### config.mk
export PLATFORM = sky130hd
export DESIGN_NAME = axi_mem_tester
export DESIGN_NICKNAME = d
export VERILOG_FILES = /design/src/rtl/axi_mem_tester.sv
export SDC_FILE = /design/constraint.sdc
export NUM_CORES = 1
export LEC_CHECK = 0
export CAP_MARGIN = 20
export CORE_ASPECT_RATIO = 0.9
export CORE_UTILIZATION = 28
export DETAILED_ROUTE_END_ITERATION = 7
export SYNTH_ARGS = -nofsm -noshare
export SYNTH_HDL_FRONTEND = slang
export SYNTH_SLANG_ARGS = --single-unit
### constraint.sdc
create_clock -name s_aclk -period 3.6 [get_ports s_aclk]
set_clock_uncertainty 0.05 [all_clocks]
set_input_delay 0.54 -clock s_aclk [delete_from_list [all_inputs] [get_ports s_aclk]]
set_output_delay 0.54 -clock s_aclk [all_outputs]
set_load 0.02 [all_outputs]
### src/rtl/axi_mem_tester.sv
// AXI4 burst memory tester: fills the address region with a seeded address
// pattern using INCR write bursts, then reads it back and counts mismatches.
module axi_mem_tester #(
    parameter int unsigned G_DATAWIDTH = 32,
    parameter int unsigned G_ADDRWIDTH = 10,
    parameter int unsigned G_ID_WIDTH  = 4,
    parameter int unsigned G_BURST_LEN = 16
) (
    input  logic                       s_aclk,
    input  logic                       s_areset,
    input  logic                       start,
    input  logic [31:0]                seed,
    output logic                       busy,
    output logic                       done,
    output logic                       pass,
    output logic [15:0]                err_count,
    output logic [G_ADDRWIDTH-1:0]     first_err_addr,
    output logic [G_ID_WIDTH-1:0]      m_axi_awid,
    output logic [G_ADDRWIDTH-1:0]     m_axi_awaddr,
    output logic [7:0]                 m_axi_awlen,
    output logic [2:0]                 m_axi_awsize,
    output logic [1:0]                 m_axi_awburst,
    output logic                       m_axi_awvalid,
    input  logic                       m_axi_awready,
    output logic [G_DATAWIDTH-1:0]     m_axi_wdata,
    output logic [G_DATAWIDTH/8-1:0]   m_axi_wstrb,
    output logic                       m_axi_wlast,
    output logic                       m_axi_wvalid,
    input  logic                       m_axi_wready,
    input  logic [G_ID_WIDTH-1:0]      m_axi_bid,
    input  logic [1:0]                 m_axi_bresp,
    input  logic                       m_axi_bvalid,
    output logic                       m_axi_bready,
    output logic [G_ID_WIDTH-1:0]      m_axi_arid,
    output logic [G_ADDRWIDTH-1:0]     m_axi_araddr,
    output logic [7:0]                 m_axi_arlen,
    output logic [2:0]                 m_axi_arsize,
    output logic [1:0]                 m_axi_arburst,
    output logic                       m_axi_arvalid,
    input  logic                       m_axi_arready,
    input  logic [G_ID_WIDTH-1:0]      m_axi_rid,
    input  logic [G_DATAWIDTH-1:0]     m_axi_rdata,
    input  logic [1:0]                 m_axi_rresp,
    input  logic                       m_axi_rlast,
    input  logic                       m_axi_rvalid,
    output logic                       m_axi_rready
);

    localparam int unsigned BYTES       = G_DATAWIDTH / 8;
    localparam int unsigned BURST_BYTES = G_BURST_LEN * BYTES;
    localparam logic [7:0]  LAST_BEAT   = 8'(G_BURST_LEN - 1);
    localparam logic [G_ADDRWIDTH-1:0] BEAT_STEP  = G_ADDRWIDTH'(BYTES);
    localparam logic [G_ADDRWIDTH-1:0] BURST_STEP = G_ADDRWIDTH'(BURST_BYTES);
    localparam logic [G_ADDRWIDTH-1:0] LAST_BASE  =
        G_ADDRWIDTH'((longint'(1) << G_ADDRWIDTH) - longint'(BURST_BYTES));

    typedef enum logic [2:0] {
        IDLE,
        WR_ADDR,
        WR_DATA,
        WR_RESP,
        RD_ADDR,
        RD_DATA,
        DONE
    } state_t;

    state_t                  state;
    logic [31:0]             seed_q;
    logic [G_ADDRWIDTH-1:0]  addr;
    logic [G_ADDRWIDTH-1:0]  beat_addr;
    logic [7:0]              beat;

    logic                    last_burst;
    logic                    beat_last;
    logic                    err_hit;
    logic [G_ADDRWIDTH-1:0]  err_addr;
    logic [G_DATAWIDTH-1:0]  expected;

    // Low 32 bits are addr^seed; wider buses repeat that word, narrower ones truncate it.
    function automatic logic [G_DATAWIDTH-1:0] pattern(input logic [G_ADDRWIDTH-1:0] a,
                                                       input logic [31:0] s);
        logic [31:0]            p;
        logic [G_DATAWIDTH-1:0] w;
        p = 32'(a) ^ s;
        w = '0;
        for (int unsigned i = 0; i < G_DATAWIDTH; i++) begin
            w[i] = p[i[4:0]];
        end
        return w;
    endfunction

    assign m_axi_awid    = '0;
    assign m_axi_awaddr  = addr;
    assign m_axi_awlen   = LAST_BEAT;
    assign m_axi_awsize  = 3'($clog2(BYTES));
    assign m_axi_awburst = 2'b01;
    assign m_axi_wstrb   = '1;
    assign m_axi_arid    = G_ID_WIDTH'(1);
    assign m_axi_araddr  = addr;
    assign m_axi_arlen   = LAST_BEAT;
    assign m_axi_arsize  = 3'($clog2(BYTES));
    assign m_axi_arburst = 2'b01;

    always_comb begin
        last_burst = (addr == LAST_BASE);
        beat_last  = (beat == LAST_BEAT);
        expected   = pattern(beat_addr, seed_q);
        err_hit    = 1'b0;
        err_addr   = addr;
        case (state)
            WR_RESP: begin
                if (m_axi_bvalid && (m_axi_bresp != 2'b00 || m_axi_bid != '0)) begin
                    err_hit = 1'b1;
                end
            end
            RD_DATA: begin
                if (m_axi_rvalid && (m_axi_rdata != expected || m_axi_rresp != 2'b00 ||
                                     m_axi_rid != G_ID_WIDTH'(1) ||
                                     m_axi_rlast != beat_last)) begin
                    err_hit  = 1'b1;
                    err_addr = beat_addr;
                end
            end
            default: ;
        endcase
    end

    always_ff @(posedge s_aclk) begin
        if (s_areset) begin
            state          <= IDLE;
            seed_q         <= '0;
            addr           <= '0;
            beat_addr      <= '0;
            beat           <= '0;
            busy           <= 1'b0;
            done           <= 1'b0;
            pass           <= 1'b0;
            err_count      <= '0;
            first_err_addr <= '0;
            m_axi_awvalid  <= 1'b0;
            m_axi_wvalid   <= 1'b0;
            m_axi_wdata    <= '0;
            m_axi_wlast    <= 1'b0;
            m_axi_bready   <= 1'b0;
            m_axi_arvalid  <= 1'b0;
            m_axi_rready   <= 1'b0;
        end else begin
            case (state)
                IDLE: begin
                    if (start) begin
                        seed_q         <= seed;
                        err_count      <= '0;
                        first_err_addr <= '0;
                        done           <= 1'b0;
                        pass           <= 1'b0;
                        busy           <= 1'b1;
                        addr           <= '0;
                        m_axi_awvalid  <= 1'b1;
                        state          <= WR_ADDR;
                    end
                end
                WR_ADDR: begin
                    if (m_axi_awready) begin
                        m_axi_awvalid <= 1'b0;
                        m_axi_wvalid  <= 1'b1;
                        m_axi_wdata   <= pattern(addr, seed_q);
                        m_axi_wlast   <= (LAST_BEAT == 8'd0);
                        beat          <= '0;
                        beat_addr     <= addr;
                        state         <= WR_DATA;
                    end
                end
                WR_DATA: begin
                    // wvalid is held high for the whole state, so wready alone marks a beat
                    if (m_axi_wready) begin
                        if (beat_last) begin
                            m_axi_wvalid <= 1'b0;
                            m_axi_wlast  <= 1'b0;
                            m_axi_bready <= 1'b1;
                            state        <= WR_RESP;
                        end else begin
                            beat        <= beat + 8'd1;
                            beat_addr   <= beat_addr + BEAT_STEP;
                            m_axi_wdata <= pattern(beat_addr + BEAT_STEP, seed_q);
                            m_axi_wlast <= (beat + 8'd1 == LAST_BEAT);
                        end
                    end
                end
                WR_RESP: begin
                    if (m_axi_bvalid) begin
                        m_axi_bready <= 1'b0;
                        if (last_burst) begin
                            addr          <= '0;
                            m_axi_arvalid <= 1'b1;
                            state         <= RD_ADDR;
                        end else begin
                            addr          <= addr + BURST_STEP;
                            m_axi_awvalid <= 1'b1;
                            state         <= WR_ADDR;
                        end
                    end
                end
                RD_ADDR: begin
                    if (m_axi_arready) begin
                        m_axi_arvalid <= 1'b0;
                        m_axi_rready  <= 1'b1;
                        beat          <= '0;
                        beat_addr     <= addr;
                        state         <= RD_DATA;
                    end
                end
                RD_DATA: begin
                    if (m_axi_rvalid) begin
                        if (beat_last) begin
                            m_axi_rready <= 1'b0;
                            if (last_burst) begin
                                busy  <= 1'b0;
                                done  <= 1'b1;
                                // include an error on this final beat, which lands in err_count on the same edge
                                pass  <= (err_count == '0) && !err_hit;
                                state <= DONE;
                            end else begin
                                addr          <= addr + BURST_STEP;
                                m_axi_arvalid <= 1'b1;
                                state         <= RD_ADDR;
                            end
                        end else begin
                            beat      <= beat + 8'd1;
                            beat_addr <= beat_addr + BEAT_STEP;
                        end
                    end
                end
                DONE: begin
                    state <= IDLE;
                end
                default: begin
                    state <= IDLE;
                end
            endcase

            if (err_hit) begin
                if (err_count != '1) begin
                    err_count <= err_count + 16'd1;
                end
                if (err_count == '0) begin
                    first_err_addr <= err_addr;
                end
            end
        end
    end

endmodule

==> run summary <==
placed cell count: 1222
reg2reg path depth: 7
Max rail drop VDD: 0.2132 mV
detailed placer's ending HPWL: 14.41 mm
Most used DFF post-synth: dfxtp_1
CP cell instances: or4_4 > o21ai_2 > or4b_4 > nor4_4 > nor2_2 > a211oi_4 > a22o_1
io pins: 210
pwr dens: 589.6 nW/um^2
synthesized area per cell: 8.055 sq um
synth warn: 0
WL/cell: 15.86 um
final antenna-violating net count: 0
FP Rows: 52
Setup TNS: 0 ns
RePlAce Congestion: 0.8506
status: complete, no violations
Routed WL: 19.91 mm
Comb pwr share: 33.4%
Die Height: 146.0 um
Starting Density: 28.58%
leakage power: 3.202 nW
diode count: 0
NetSw: 1.884 mW
buffers plus inverters on the worst setup path: 0
Post-CTS Resized: 0
sequential area share after synthesis: 38.16%
endpoint type of the worst setup path: register
clk_lat worst skew: 0.43 ns
Post-Syn Area: 6452 sq um
GRT Util Overall: 16.93%
clock network fraction of total power: 33.9%
Top delay family on crit path: simple AND/OR/NAND/NOR gates
CP startpoint kind: register
number of CTS-inserted buffers: 17
Nets: 1036
CP max stage cell: or4_4
Clock Root Buffer: clkbuf_16
DIE AREA: 23660 sq um
H-tree levels: 4
critical path type: reg2reg
CTS Sinks: 123
share of layout cells above drive strength 1: 7.098%
FF+latch count, synth: 123
Vias: 6027
GRT overflow: 0
number of synthesized flops with an enable pin: 0
CTS hold repair buffers: 0
relative slew slack: 30.15%
largest net degree at the start of global routing: 88
final-report hold violation count: 0
WP depth: 7
final worst path period share: 81.51%
port bufs: 159
CP Data Required Time: 3.91 ns
Clock Tree Buf Depth: 2
Slew Limit Fails: 0
sequential share of power: 32.7%
buffer count from post-CTS setup fixing: 0
Synth Instances: 801
Core ar.: 22580 sq um
WHS Path Cells: 2
initial antenna violation count: 0
sw frac: 36.57%
total of max-cap violations: 0
vias in the first global route: 5614
Area growth, synth to finish: 35.41%
DRT iter0 DRCs: 405
first-pass GRT wire length: 30.90 mm
non-filler instance count after layout: 1255
asr flop ratio synth: 0%
f_max: 0.3408 GHz
RSZ-0062 raised after global routing: no
Vias/cell: 4.802
Final Setup Violations: 0
HP Class: reg2reg
Worst Tran Pin Value: 1.038 ns
Pre-Repair DR Iteration Count: 5
post-synthesis cell type count: 61
Critical Path Max Stage Delay: 0.58 ns
fin crit period: 2.934 ns
Worst-path clk slew: 0.06 ns
Die Wd: 162.0 um
drt drc: 0
critical path arrival: 3.24 ns
Pint: 3.268 mW
CTS tree: done
CP max FO: 10
cell usage after synthesis, types with 2 or more instances:
master	n	area [sq um]
a211oi_1	11	82.58
a21o_1	3	22.52
a21oi_1	101	505.5
a22o_1	10	87.58
a22oi_1	2	15.01
a31o_2	3	26.28
a31oi_1	7	43.79
and2_1	5	31.28
and3_1	13	81.33
and4_1	2	17.52
buf_1	3	11.26
buf_4	54	405.4
clkbuf_1	39	146.4
conb_1	2	7.510
dfxtp_1	123	2462
ha_1	6	75.07
inv_1	9	33.78
mux2_2	5	56.30
nand2_1	139	521.8
nand2b_1	7	43.79
nand3_1	16	80.08
nand3b_1	10	75.07
nand4_1	10	62.56
nand4b_1	4	35.03
nor2_1	56	210.2
nor2_2	2	12.51
nor2b_1	6	37.54
nor3_1	11	55.05
nor3b_1	9	67.56
nor4_1	12	75.07
nor4b_1	2	17.52
o211ai_1	4	30.03
o21a_1	2	15.01
o21ai_0	28	140.1
o32ai_1	2	17.52
or2_2	2	12.51
or3_1	7	43.79
xnor2_1	16	140.1
xnor3_1	8	180.2
xor2_1	29	254.0
sequential cells by signal (all words and copies together) (netlist names):
name            count
seed_q             32
m_axi_araddr        4
beat_addr           9
err_count          16
busy                1
state               3
m_axi_arvalid       1
m_axi_wlast         1
m_axi_wvalid        1
first_err_addr     10
done                1
beat                8
m_axi_bready        1
pass                1
m_axi_rready        1
m_axi_awvalid       1
m_axi_wdata        32
layout make-up:
| type | instances | area, sq um |
|---|---|---|
| Fill cell | 2302 | 13840 |
| Multi-Input combinational cell | 619 | 3557 |
| Sequential cell | 123 | 2462 |
| Timing Repair Buffer | 175 | 1709 |
| Clock buffer | 20 | 466.7 |
| Tap cell | 297 | 371.6 |
| Clock inverter | 12 | 136.4 |
| Inverter | 9 | 33.78 |
power by group through the flow:
stage | Clock (mW) | Sequential, mW | Combinational [mW]
after floorplan | 0 | 1.75 | 1.08
after global routing | 1.85 | 1.71 | 1.89
final | 1.75 | 1.68 | 1.72
after detailed placement | 0 | 1.71 | 1.71
after CTS | 1.79 | 1.69 | 1.71
after global placement | 0 | 1.71 | 1.69
worst reg2reg max path: cells and delay by family (launching register included):
kind	cells	cell delay, ns
simple gates	4	1.65
compound gates	3	0.82
flops	1	0.36
routing by layer:
| metal | vias to the layer above | global-route usage (%) | part of all wire [%] |
|---|---|---|---|
| met5 | - | 0 | 0 |
| met4 | 0 | 6.274 | 2.1 |
| met3 | 26 | 4.091 | 6.2 |
| met2 | 199 | 24.59 | 44 |
| met1 | 2829 | 24.05 | 47 |
| li1 | 2973 | - | - |
through the flow:
step | setup WS [ns] | cell area [sq um] | utilization, % | power [mW] | hold WS, ns
2_1_floorplan | 0.8976 | 6633 | - | 2.829 | 0.4069
3_3_place_gp | 0.3754 | 8127 | 36.00 | 3.405 | 0.3925
3_5_place_dp | 0.2986 | 8127 | 36.00 | 3.424 | 0.3963
4_1_cts | 0.6720 | 8730 | 38.67 | 5.187 | 0.4043
5_1_grt | 0.5334 | 8737 | 38.70 | 5.452 | 0.4223
6_report | 0.6656 | 8737 | 38.70 | 5.152 | 0.4021
logic make-up (layout without fill, tap and decap cells):
kind of cell,count (synthesis),in the layout,synth area share (%)
AND/OR/NAND/NOR,318,318,23.89
AO/OA/AOI/OAI,186,186,17.24
flip-flops,123,123,38.16
buffers and inverters,107,216,9.502
XOR/XNOR,53,53,8.900
adder cells (fa/ha/maj),6,6,1.163
multiplexers,6,6,1.028
other,2,50,0.1164
path summary, 6_finish.rpt:
path	startpoint	end	slack (ns)
worst max register to register	beat[4]	first_err_addr[5]	0.67
worst min-delay path	m_axi_wdata[14]	m_axi_wdata[14]	0.40
worst max-delay path	beat[4]	first_err_addr[5]	0.67
worst min register to register	m_axi_wdata[14]	m_axi_wdata[14]	0.40
cell usage in the layout (no fill, tap or decap), types with 11 or more instances in the layout:
cell type	instances
dfxtp_1	123
a211oi_1	11
and3_1	13
nor3_1	11
xnor2_1	16
o21ai_0	28
clkbuf_16	17
nand2_1	139
nand3_1	16
a21oi_1	101
conb_1	50
nor4_1	12
buf_4	17
nor2_1	56
xor2_1	29
clkdlybuf4s50_1	158
Power figures use the tool's default switching activity.
